$ cat src/rtl/link_rx_pkg.sv
// link_rx_pkg: shared defaults, word width derivation and counter width helpers for the link receiver
package link_rx_pkg;
  localparam int DEF_NUM_CH      = 2;
  localparam int DEF_CH_WIDTH    = 8;
  localparam int DEF_BEATS       = 4;
  localparam int DEF_DEPTH       = 8;
  localparam int DEF_TOKEN_BATCH = 2;

  function automatic int word_w(input int num_ch, input int ch_width, input int beats);
    return num_ch * ch_width * beats;
  endfunction

  // bits needed to index n distinct positions (at least 1)
  function automatic int ptr_w(input int n);
    return (n <= 2) ? 1 : $clog2(n);
  endfunction

  // bits needed to hold values 0..max (at least 1)
  function automatic int cnt_w(input int max);
    return (max <= 1) ? 1 : $clog2(max + 1);
  endfunction
endpackage

$ cat src/rtl/link_rx_fifo.sv
// link_rx_fifo: first-word fall-through FIFO; a push while full is accepted only alongside a pop
module link_rx_fifo
  import link_rx_pkg::*;
#(
  parameter int WIDTH = 8,
  parameter int DEPTH = DEF_DEPTH
) (
  input  logic                      clk,
  input  logic                      rst_n,
  input  logic                      i_push,
  input  logic [WIDTH-1:0]          i_data,
  input  logic                      i_pop,
  output logic [WIDTH-1:0]          o_data,
  output logic                      o_full,
  output logic                      o_empty,
  output logic [cnt_w(DEPTH)-1:0]   o_count
);
  localparam int AW = ptr_w(DEPTH);
  localparam int CW = cnt_w(DEPTH);

  logic [WIDTH-1:0] r_mem [DEPTH];
  logic [AW-1:0]    r_wptr, r_rptr;
  logic [CW-1:0]    r_count;
  logic             w_wr, w_rd;

  assign o_full  = r_count == CW'(DEPTH);
  assign o_empty = r_count == '0;
  assign o_count = r_count;
  assign o_data  = r_mem[r_rptr];
  assign w_rd    = i_pop && !o_empty;
  assign w_wr    = i_push && (!o_full || w_rd);

  // storage needs no reset: entries are only read once counted valid
  always_ff @(posedge clk) begin
    if (w_wr) r_mem[r_wptr] <= i_data;
  end

  // pointers wrap naturally at the power-of-two depth; count tracks occupancy
  always_ff @(posedge clk or negedge rst_n) begin
    if (!rst_n) begin
      r_wptr  <= '0;
      r_rptr  <= '0;
      r_count <= '0;
    end else begin
      if (w_wr) r_wptr <= r_wptr + 1'b1;
      if (w_rd) r_rptr <= r_rptr + 1'b1;
      r_count <= r_count + CW'(w_wr) - CW'(w_rd);
    end
  end
endmodule

$ cat src/rtl/link_rx_multich.sv
// link_rx_multich: assembles multi-channel link beats into words, buffers them and returns credit tokens
// Optional per-channel even parity checking is built when LINK_RX_PARITY_EN is defined.
module link_rx_multich
  import link_rx_pkg::*;
#(
  parameter int NUM_CH      = DEF_NUM_CH,
  parameter int CH_WIDTH    = DEF_CH_WIDTH,
  parameter int BEATS       = DEF_BEATS,
  parameter int DEPTH       = DEF_DEPTH,
  parameter int TOKEN_BATCH = DEF_TOKEN_BATCH
) (
  input  logic                               clk,
  input  logic                               rst_n,
  input  logic                               io_valid_in,
  input  logic [NUM_CH*CH_WIDTH-1:0]         io_data_in,
`ifdef LINK_RX_PARITY_EN
  input  logic [NUM_CH-1:0]                  io_parity_in,
  output logic                               parity_err,
`endif
  output logic                               io_token_out,
  output logic                               core_valid_out,
  output logic [NUM_CH*CH_WIDTH*BEATS-1:0]   core_data_out,
  input  logic                               core_ready,
  output logic                               overflow_err
);
  localparam int WORD_W = word_w(NUM_CH, CH_WIDTH, BEATS);
  localparam int BEAT_W = NUM_CH * CH_WIDTH;
  localparam int BW     = ptr_w(BEATS);
  localparam int PW     = cnt_w(TOKEN_BATCH - 1);
  localparam int CW     = cnt_w(DEPTH);

  logic [BW-1:0]                r_beat;
  logic [(BEATS-1)*BEAT_W-1:0]  r_word;
  logic [PW-1:0]                r_pop_cnt;
  logic                         r_token, r_ovf;
  logic                         w_last, w_push, w_pop, w_batch, w_full, w_empty;
  logic [WORD_W-1:0]            w_word;
  logic [CW-1:0]                w_count;

  assign w_last         = r_beat == BW'(BEATS - 1);
  assign w_push         = io_valid_in && w_last;
  assign w_word         = {io_data_in, r_word};
  assign w_pop          = core_ready && !w_empty;
  assign w_batch        = r_pop_cnt == PW'(TOKEN_BATCH - 1);
  assign core_valid_out = w_count != '0;
  assign io_token_out   = r_token;
  assign overflow_err   = r_ovf;

  // beat counter and partial word; the final beat goes straight into the FIFO with the stored beats
  always_ff @(posedge clk or negedge rst_n) begin
    if (!rst_n) begin
      r_beat <= '0;
      r_word <= '0;
    end else if (io_valid_in) begin
      r_beat <= w_last ? '0 : r_beat + 1'b1;
      if (!w_last) r_word[r_beat*BEAT_W +: BEAT_W] <= io_data_in;
    end
  end

  // pop batching toggles the credit token once per TOKEN_BATCH pops; overflow is sticky
  always_ff @(posedge clk or negedge rst_n) begin
    if (!rst_n) begin
      r_pop_cnt <= '0;
      r_token   <= 1'b0;
      r_ovf     <= 1'b0;
    end else begin
      if (w_pop) begin
        r_pop_cnt <= w_batch ? '0 : r_pop_cnt + 1'b1;
        if (w_batch) r_token <= ~r_token;
      end
      if (w_push && w_full && !w_pop) r_ovf <= 1'b1;
    end
  end

`ifdef LINK_RX_PARITY_EN
  logic [NUM_CH-1:0] w_par_mis;
  logic              r_par_err;

  assign parity_err = r_par_err;

  // a channel mismatches when its data plus parity bit hold an odd number of ones
  always_comb begin
    w_par_mis = '0;
    for (int c = 0; c < NUM_CH; c++) w_par_mis[c] = ^io_data_in[c*CH_WIDTH +: CH_WIDTH] ^ io_parity_in[c];
  end

  // sticky parity error; the beat itself is still assembled and stored
  always_ff @(posedge clk or negedge rst_n) begin
    if (!rst_n) r_par_err <= 1'b0;
    else if (io_valid_in && |w_par_mis) r_par_err <= 1'b1;
  end
`endif

  link_rx_fifo #(.WIDTH(WORD_W), .DEPTH(DEPTH)) u_fifo (
    .clk     (clk),
    .rst_n   (rst_n),
    .i_push  (w_push),
    .i_data  (w_word),
    .i_pop   (w_pop),
    .o_data  (core_data_out),
    .o_full  (w_full),
    .o_empty (w_empty),
    .o_count (w_count)
  );
endmodule

$ cat config.mk
export PLATFORM = sky130hd
export DESIGN_NAME = link_rx_multich
export DESIGN_NICKNAME = d
export VERILOG_FILES = /design/src/rtl/link_rx_pkg.sv /design/src/rtl/link_rx_fifo.sv /design/src/rtl/link_rx_multich.sv
export SDC_FILE = /design/constraint.sdc
export NUM_CORES = 1
export LEC_CHECK = 0
export ABC_AREA = 1
export BUFFER_PORTS_ARGS = -buffer_cell sky130_fd_sc_hd__buf_2
export CAP_MARGIN = 15
export CORE_ASPECT_RATIO = 0.75
export CORE_UTILIZATION = 40
export DETAILED_ROUTE_END_ITERATION = 8
export GPL_TIMING_DRIVEN = 0
export PLACE_DENSITY = 0.56
export SYNTH_ARGS = -nofsm -noshare
export SYNTH_HDL_FRONTEND = slang
export SYNTH_SLANG_ARGS = --single-unit
export TNS_END_PERCENT = 10
$ cat constraint.sdc
create_clock -name clk -period 6.2 [get_ports clk]
set_clock_uncertainty 0.2 [all_clocks]
set_input_delay 0.31 -clock clk [delete_from_list [all_inputs] [get_ports clk]]
set_output_delay 0.31 -clock clk [all_outputs]
set_load 0.01 [all_outputs]
# Yosys cells after proc, flatten, opt, wreduce, memory -nomap -nowiden

Memories as Yosys holds them, arrays and structs flattened.
Index checks and enable logic that the tools add are counted.

Register bits: 63
Bits in writable memories: 512
Input bits: 20
Output and inout port bits: 67
Word-level logic and storage cells: 41
Memories: 1

Memories:

| memory       | words | width | read ports | clocked after memory_dff | write ports | line               | RTL |
|---|---|---|---|---|---|---|---|
| u_fifo.r_mem | 8     | 64    | 1          | 0                        | 1           | link_rx_fifo.sv:21 | `logic [WIDTH-1:0] r_mem [DEPTH];` |

Add/subtract/negate cells: 7
Eq/ne operators: 2
Shift-type cells: 2
Multiplexer cells: 5
Bitwise logic cells: 2
Reduce and logical (&&, ||, !) cells: 14

Operators by type and width:

| cell                                                                     | number |
|---|---|
| 48-bit bitwise mux                                                       | 1 |
| 16-bit by 34-bit variable shift with 48-bit output, first input constant | 1 |
| 16-bit by 34-bit indexed part select with 48-bit output                  | 1 |
| 6-bit negation with 34-bit output                                        | 1 |
| 3-bit by 1-bit adder with 3-bit output, second input constant            | 2 |
| 1-bit logical AND                                                        | 6 |
| 4-bit by 1-bit adder with 4-bit output                                   | 1 |
| 4-bit equality test, second input constant                               | 1 |
| 4-bit zero test                                                          | 1 |
| 2-bit AND reduction                                                      | 2 |
| 4-bit nonzero test                                                       | 1 |
| 4-bit by 1-bit subtractor with 4-bit output                              | 1 |
| 1-bit zero test                                                          | 3 |
| 1-bit two-way mux                                                        | 3 |
| 2-bit by 1-bit adder with 2-bit output, second input constant            | 1 |
| 2-bit equality test, second input constant                               | 1 |
| 2-bit two-way mux                                                        | 1 |
| 1-bit inverter                                                           | 2 |
| 1-bit adder, second input constant                                       | 1 |
| 1-bit logical OR                                                         | 1 |

# Depth between registers and ports, before layout

Depth after elaboration: 8
Gate-level depth with buffers: 11
Depth with buffers taken out: 11

# Cells and area by module

From an unflattened synthesis, not the netlist that was laid out.

Cells, all modules: 2040
Area total of the unflattened synthesis: 23418.7 um2

By module, submodules not included:

| module          | instances | cells each | area each (um2) | sequential area each (um2) |
|---|---|---|---|---|
| link_rx_fifo    | 1         | 1777       | 21116.5         | 15625.0 |
| link_rx_multich | 1         | 263        | 2302.2          | 1326.3 |

# Least setup slack after synthesis

No wires, ideal clock.

Path kind: flip-flop to flip-flop
Start point: register u_fifo.r_count[2], in the netlist u_fifo.o_count[2]
End point: memory u_fifo.r_mem[0][0] in the netlist's numbering, enable pin
Library setup time: 0.487 ns
Arrival: 3.848 ns
Required time: 5.513 ns
Setup slack: 1.665 ns
Stages on the path, launching flop included: 8
Path buffers: 0
Period minus slack after synthesis: 4.535 ns
Cells stage by stage: dfrtp_1 > inv_1 > ha_1 > nand2_1 > nand2_1 > nand2_1 > nand2_1 > nor2_1

Longest elaborated chain between the ends: 8
Elaborated cells between the ends (all ways): 10
Those cells by class: eq/ne: 1; mux: 2; reduce/logical: 7

RTL lines:

| element                                   | line                                      | RTL |
|---|---|---|
| start: declaration                        | link_rx_fifo.sv:23                        | `logic [CW-1:0] r_count;` |
| start signal: assignment                  | link_rx_fifo.sv:47                        | `r_count <= r_count + CW'(w_wr) - CW'(w_rd);` |
| 4-bit zero test                           | link_rx_fifo.sv:27                        | `assign o_empty = r_count == '0;` |
| 1-bit zero test                           | link_rx_fifo.sv:30, link_rx_multich.sv:43 |  |
| 1-bit logical AND                         | link_rx_multich.sv:43                     | `assign w_pop = core_ready && !w_empty;` |
| 1-bit logical AND                         | link_rx_fifo.sv:30                        | `assign w_rd = i_pop && !o_empty;` |
| 1-bit logical OR *                        | link_rx_fifo.sv:31                        | `assign w_wr = i_push && (!o_full \|\| w_rd);` |
| 1-bit logical AND *                       | link_rx_fifo.sv:31                        |  |
| 1-bit two-way mux *                       | link_rx_fifo.sv:35                        | `if (w_wr) r_mem[r_wptr] <= i_data;` |
| 1-bit two-way mux (not written as such) * | link_rx_fifo.sv:35                        |  |
| end: declaration                          | link_rx_fifo.sv:21                        |  |

Every way passes the cells marked *; elsewhere a longest branch is shown, timed or not.

# Worst setup path in the final report

Start point: register u_fifo.r_rptr[0]
End point: output port core_data_out[14]

Longest elaborated chain between the ends: 1

RTL lines:

| element                  | line                  | RTL |
|---|---|---|
| start: declaration       | link_rx_fifo.sv:22    | `logic [AW-1:0] r_wptr, r_rptr;` |
| start signal: assignment | link_rx_fifo.sv:46    | `if (w_rd) r_rptr <= r_rptr + 1'b1;` |
| memory 8 x 64 bit        | -                     |  |
| end: declaration         | link_rx_multich.sv:22 | `output logic [NUM_CH*CH_WIDTH*BEATS-1:0] core_data_out,` |

Every way passes these cells.

==> metrics.md <==
| Metric | Value |
|---|---|
| Minimum clock period | `3.45 ns` |
| DR vias | `15.1k` |
| Initial antenna violation count | `1` |
| Pwr Density | `481 nW/um2` |
| Avg WL per Cell | `19.2 um` |
| Crit end category | `primary output` |
| CP dominant cell by count | `nand2_1` |
| Final Instance Area | `27200 um2` |
| Dominant synthesized flop cell | `edfxtp_1` |
| GR Util All Layers | `0.199` |
| Ratio of cells with drive above 1 in the final layout | `0.116` |
| Postcts setup bufs | `0` |
| Synth Instances | `2024` |
| Ant diodes | `0` |
| Area post-placement | `25200 um2` |
| Cts hold-fix bufs | `19` |
| Worst-Margin Slew | `1.16 ns` |
| Global-route wire length before repair | `89300 um` |
| CTS tree | `done` |
| Max Root-Sink Buffers | `3` |
| Starting Density | `0.406` |
| Max Fclk | `0.289 GHz` |
| CP max stage delay | `0.75 ns` |
| Clk_lat worst skew | `0.61 ns` |
| # rows | `76` |
| Synth Register Bits | `575` |
| Total die area | `59500 um2` |
| EDFF count, synth | `512` |
| Hpwl dp | `38900 um` |
| Core ar. | `57600 um2` |
| Synthesized cell area | `23400 um2` |
| DRT Wirelength | `58200 um` |
| Max Slew Vio Count | `0` |
| Vias in the first global route | `14.8k` |
| Peak VDD IR | `0.315 mV` |
| I/O pin count | `87` |
| Synthesis-to-finish area growth | `16.3%` |
| Cell Count, Final, Fillers Out | `3029` |
| Setup ws final | `2.75 ns` |
| Number of vias per cell | `4.98` |
| Fin. Hold Viols | `0` |
| Post-synthesis net count | `2057` |
| Worst Path Arrival | `2.94 ns` |
| PortBufs | `86` |
| H-tree levels | `2` |
| RSZ-0062 raised after global routing | `no` |
| Crit share post-route | `0.557` |
| Max_slew headroom | `0.229` |
| DRT Pass-1 Iters | `5` |
| Place WS | `3.25 ns` |
| Die Y | `211 um` |
| Final #Nets | `2236` |
| Outcome | `finished, final reports clean` |
| Synth top area share | `0.657` |
| Synthesized area per cell | `11.6 um2` |
| Largest area contributor in the synthesized netlist | `edfxtp_1` |
| Fill cell count | `5244` |
| Maximum fanout along the worst path | `10` |
| CP Cell Sequence | `buf_6 -> buf_4 -> buf_2 -> o211ai_1 -> nand2_1 -> nand2_1 -> nand2_1 -> buf_2` |
| Yosys warns | `0` |
| Top cells by area, synth | `edfxtp_1 (66%), nand2_1 (11%), dfrtp_1 (6.7%)` |
| Routability cong. | `0.796` |
| CP top delay family | `buffers and inverters` |
| Resize count post-CTS | `0` |
| Max-cap violations | `0` |
| Leak pwr | `10.7 nW` |
| Startpoint types | `flip-flop` |
| Drt drc | `0` |
| Hold Crit Class | `primary input to async pin` |
| Final setup TNS | `0 ns` |
| Die width | `281 um` |
| Largest net degree at the start of global routing | `64` |
| 1st-iter DRT viols | `1355` |
| Hold WS | `0.112 ns` |
| WP buf/inv | `4` |
| Ys async rst share | `0.110` |
| CTS Root Cell | `clkbuf_16` |
| Post-Place Cells | `2906` |
| CTS sink cnt | `575` |
| Tot Pwr | `13.1 mW` |
| CTS Buf Count | `56` |
| Remaining antenna violation count after routing | `0` |
| GRT overflow | `0` |
| Synth cell types | `25` |
| Req. time, crit path | `5.69 ns` |
| Seq/Total Area, Yosys | `0.725` |
| Post-Route Utilization | `0.472` |
| Crit path max-delay cell type | `dfrtp_1` |
| Reg clk slew, reported paths | `0.06 ns` |
| CP Class | `flip-flop to primary output` |
| # setup viols final | `0` |
-- flip-flops by register name, summed over array words and instances, names as in the netlist --
signal,flops
r_pop_cnt,1
overflow_err,1
u_fifo.r_rptr,3
r_beat,2
u_fifo.r_mem,512
u_fifo.r_wptr,3
io_token_out,1
r_word,48
u_fifo.o_count,4
-- layout by cell type, fill, tap and decap left out, drive strengths merged --
| cell type | instances |
|---|---|
| a21oi | 1 |
| o21ai | 228 |
| bufinv | 3 |
| nand2 | 663 |
| o21bai | 1 |
| nor2 | 209 |
| xnor2 | 4 |
| edfxtp | 512 |
| dfrtp | 63 |
| clkinv | 20 |
| buf | 166 |
| nand3 | 27 |
| inv | 89 |
| nor3b | 2 |
| xor2 | 2 |
| clkbuf | 128 |
| o211ai | 64 |
| clkinvlp | 3 |
| nand4 | 32 |
| ha | 12 |
| dlygate4sd3 | 19 |
| fa | 1 |
-- final timing paths --
check / startpoint / endpoint / slack, ns / depth (start not counted)
worst min register to register: io_token_out$_DFFE_PN0P_ / io_token_out$_DFFE_PN0P_ / 0.27 / 1
worst max register to register: u_fifo.o_count[2]$_DFF_PN0_ / u_fifo.r_mem[7][27]$_DFFE_PP_ / 3.27 / 9
worst min-delay path: rst_n / u_fifo.o_count[3]$_DFF_PN0_ / 0.11 / 2
worst max-delay path: u_fifo.r_rptr[0]$_DFFE_PN0P_ / core_data_out[14] / 2.75 / 8
max in group asynchronous: rst_n / r_word[22]$_DFFE_PN0P_ / 5.09 / 2
min in group clk: io_token_out$_DFFE_PN0P_ / io_token_out$_DFFE_PN0P_ / 0.27 / 1
-- Yosys cell counts (all sizes together), types with 2 or more instances --
library cell    n
o21ai         228
o211ai         64
edfxtp        512
inv            88
nor3b           2
xor2            2
clkbuf         51
nand2         663
nand3          27
buf            64
nor2          209
xnor2           4
ha             12
nand4          32
dfrtp          63
-- final cells by class --
class / instances / area (um2) / area share
multi-input combinational: 1246 / 5560 / 0.204
sequential: 575 / 17000 / 0.623
clock inverter: 27 / 219 / 0.00805
timing repair buffer: 121 / 943 / 0.0347
buffer: 115 / 609 / 0.0224
inverter: 88 / 330 / 0.0121
tap: 780 / 976 / 0.0359
clock buffer: 77 / 1630 / 0.0597
-- report_power, final --
part / switching (mW) / internal [mW] / total [mW]
Clock: 1.45 / 1.96 / 3.41
Sequential: 0.467 / 4.84 / 5.31
Combinational: 2.99 / 1.38 / 4.37
-- logic make-up after synthesis --
family / count (synthesis) / share of synthesized area
xor+xnor: 6 / 0.00225
fa+ha+maj: 13 / 0.00727
simple gates: 933 / 0.156
buf+inv: 203 / 0.0402
flops: 575 / 0.725
compound gates: 294 / 0.0699
-- layer usage --
layer  global-route usage  up-vias  wire length [um]
li1                     -     7299                 -
met1                0.300     7363             28400
met2                0.304      372             25700
met3               0.0333       59              3250
met4               0.0407        2               746
met5                    0        -                13
Power figures use the tool's default switching activity.
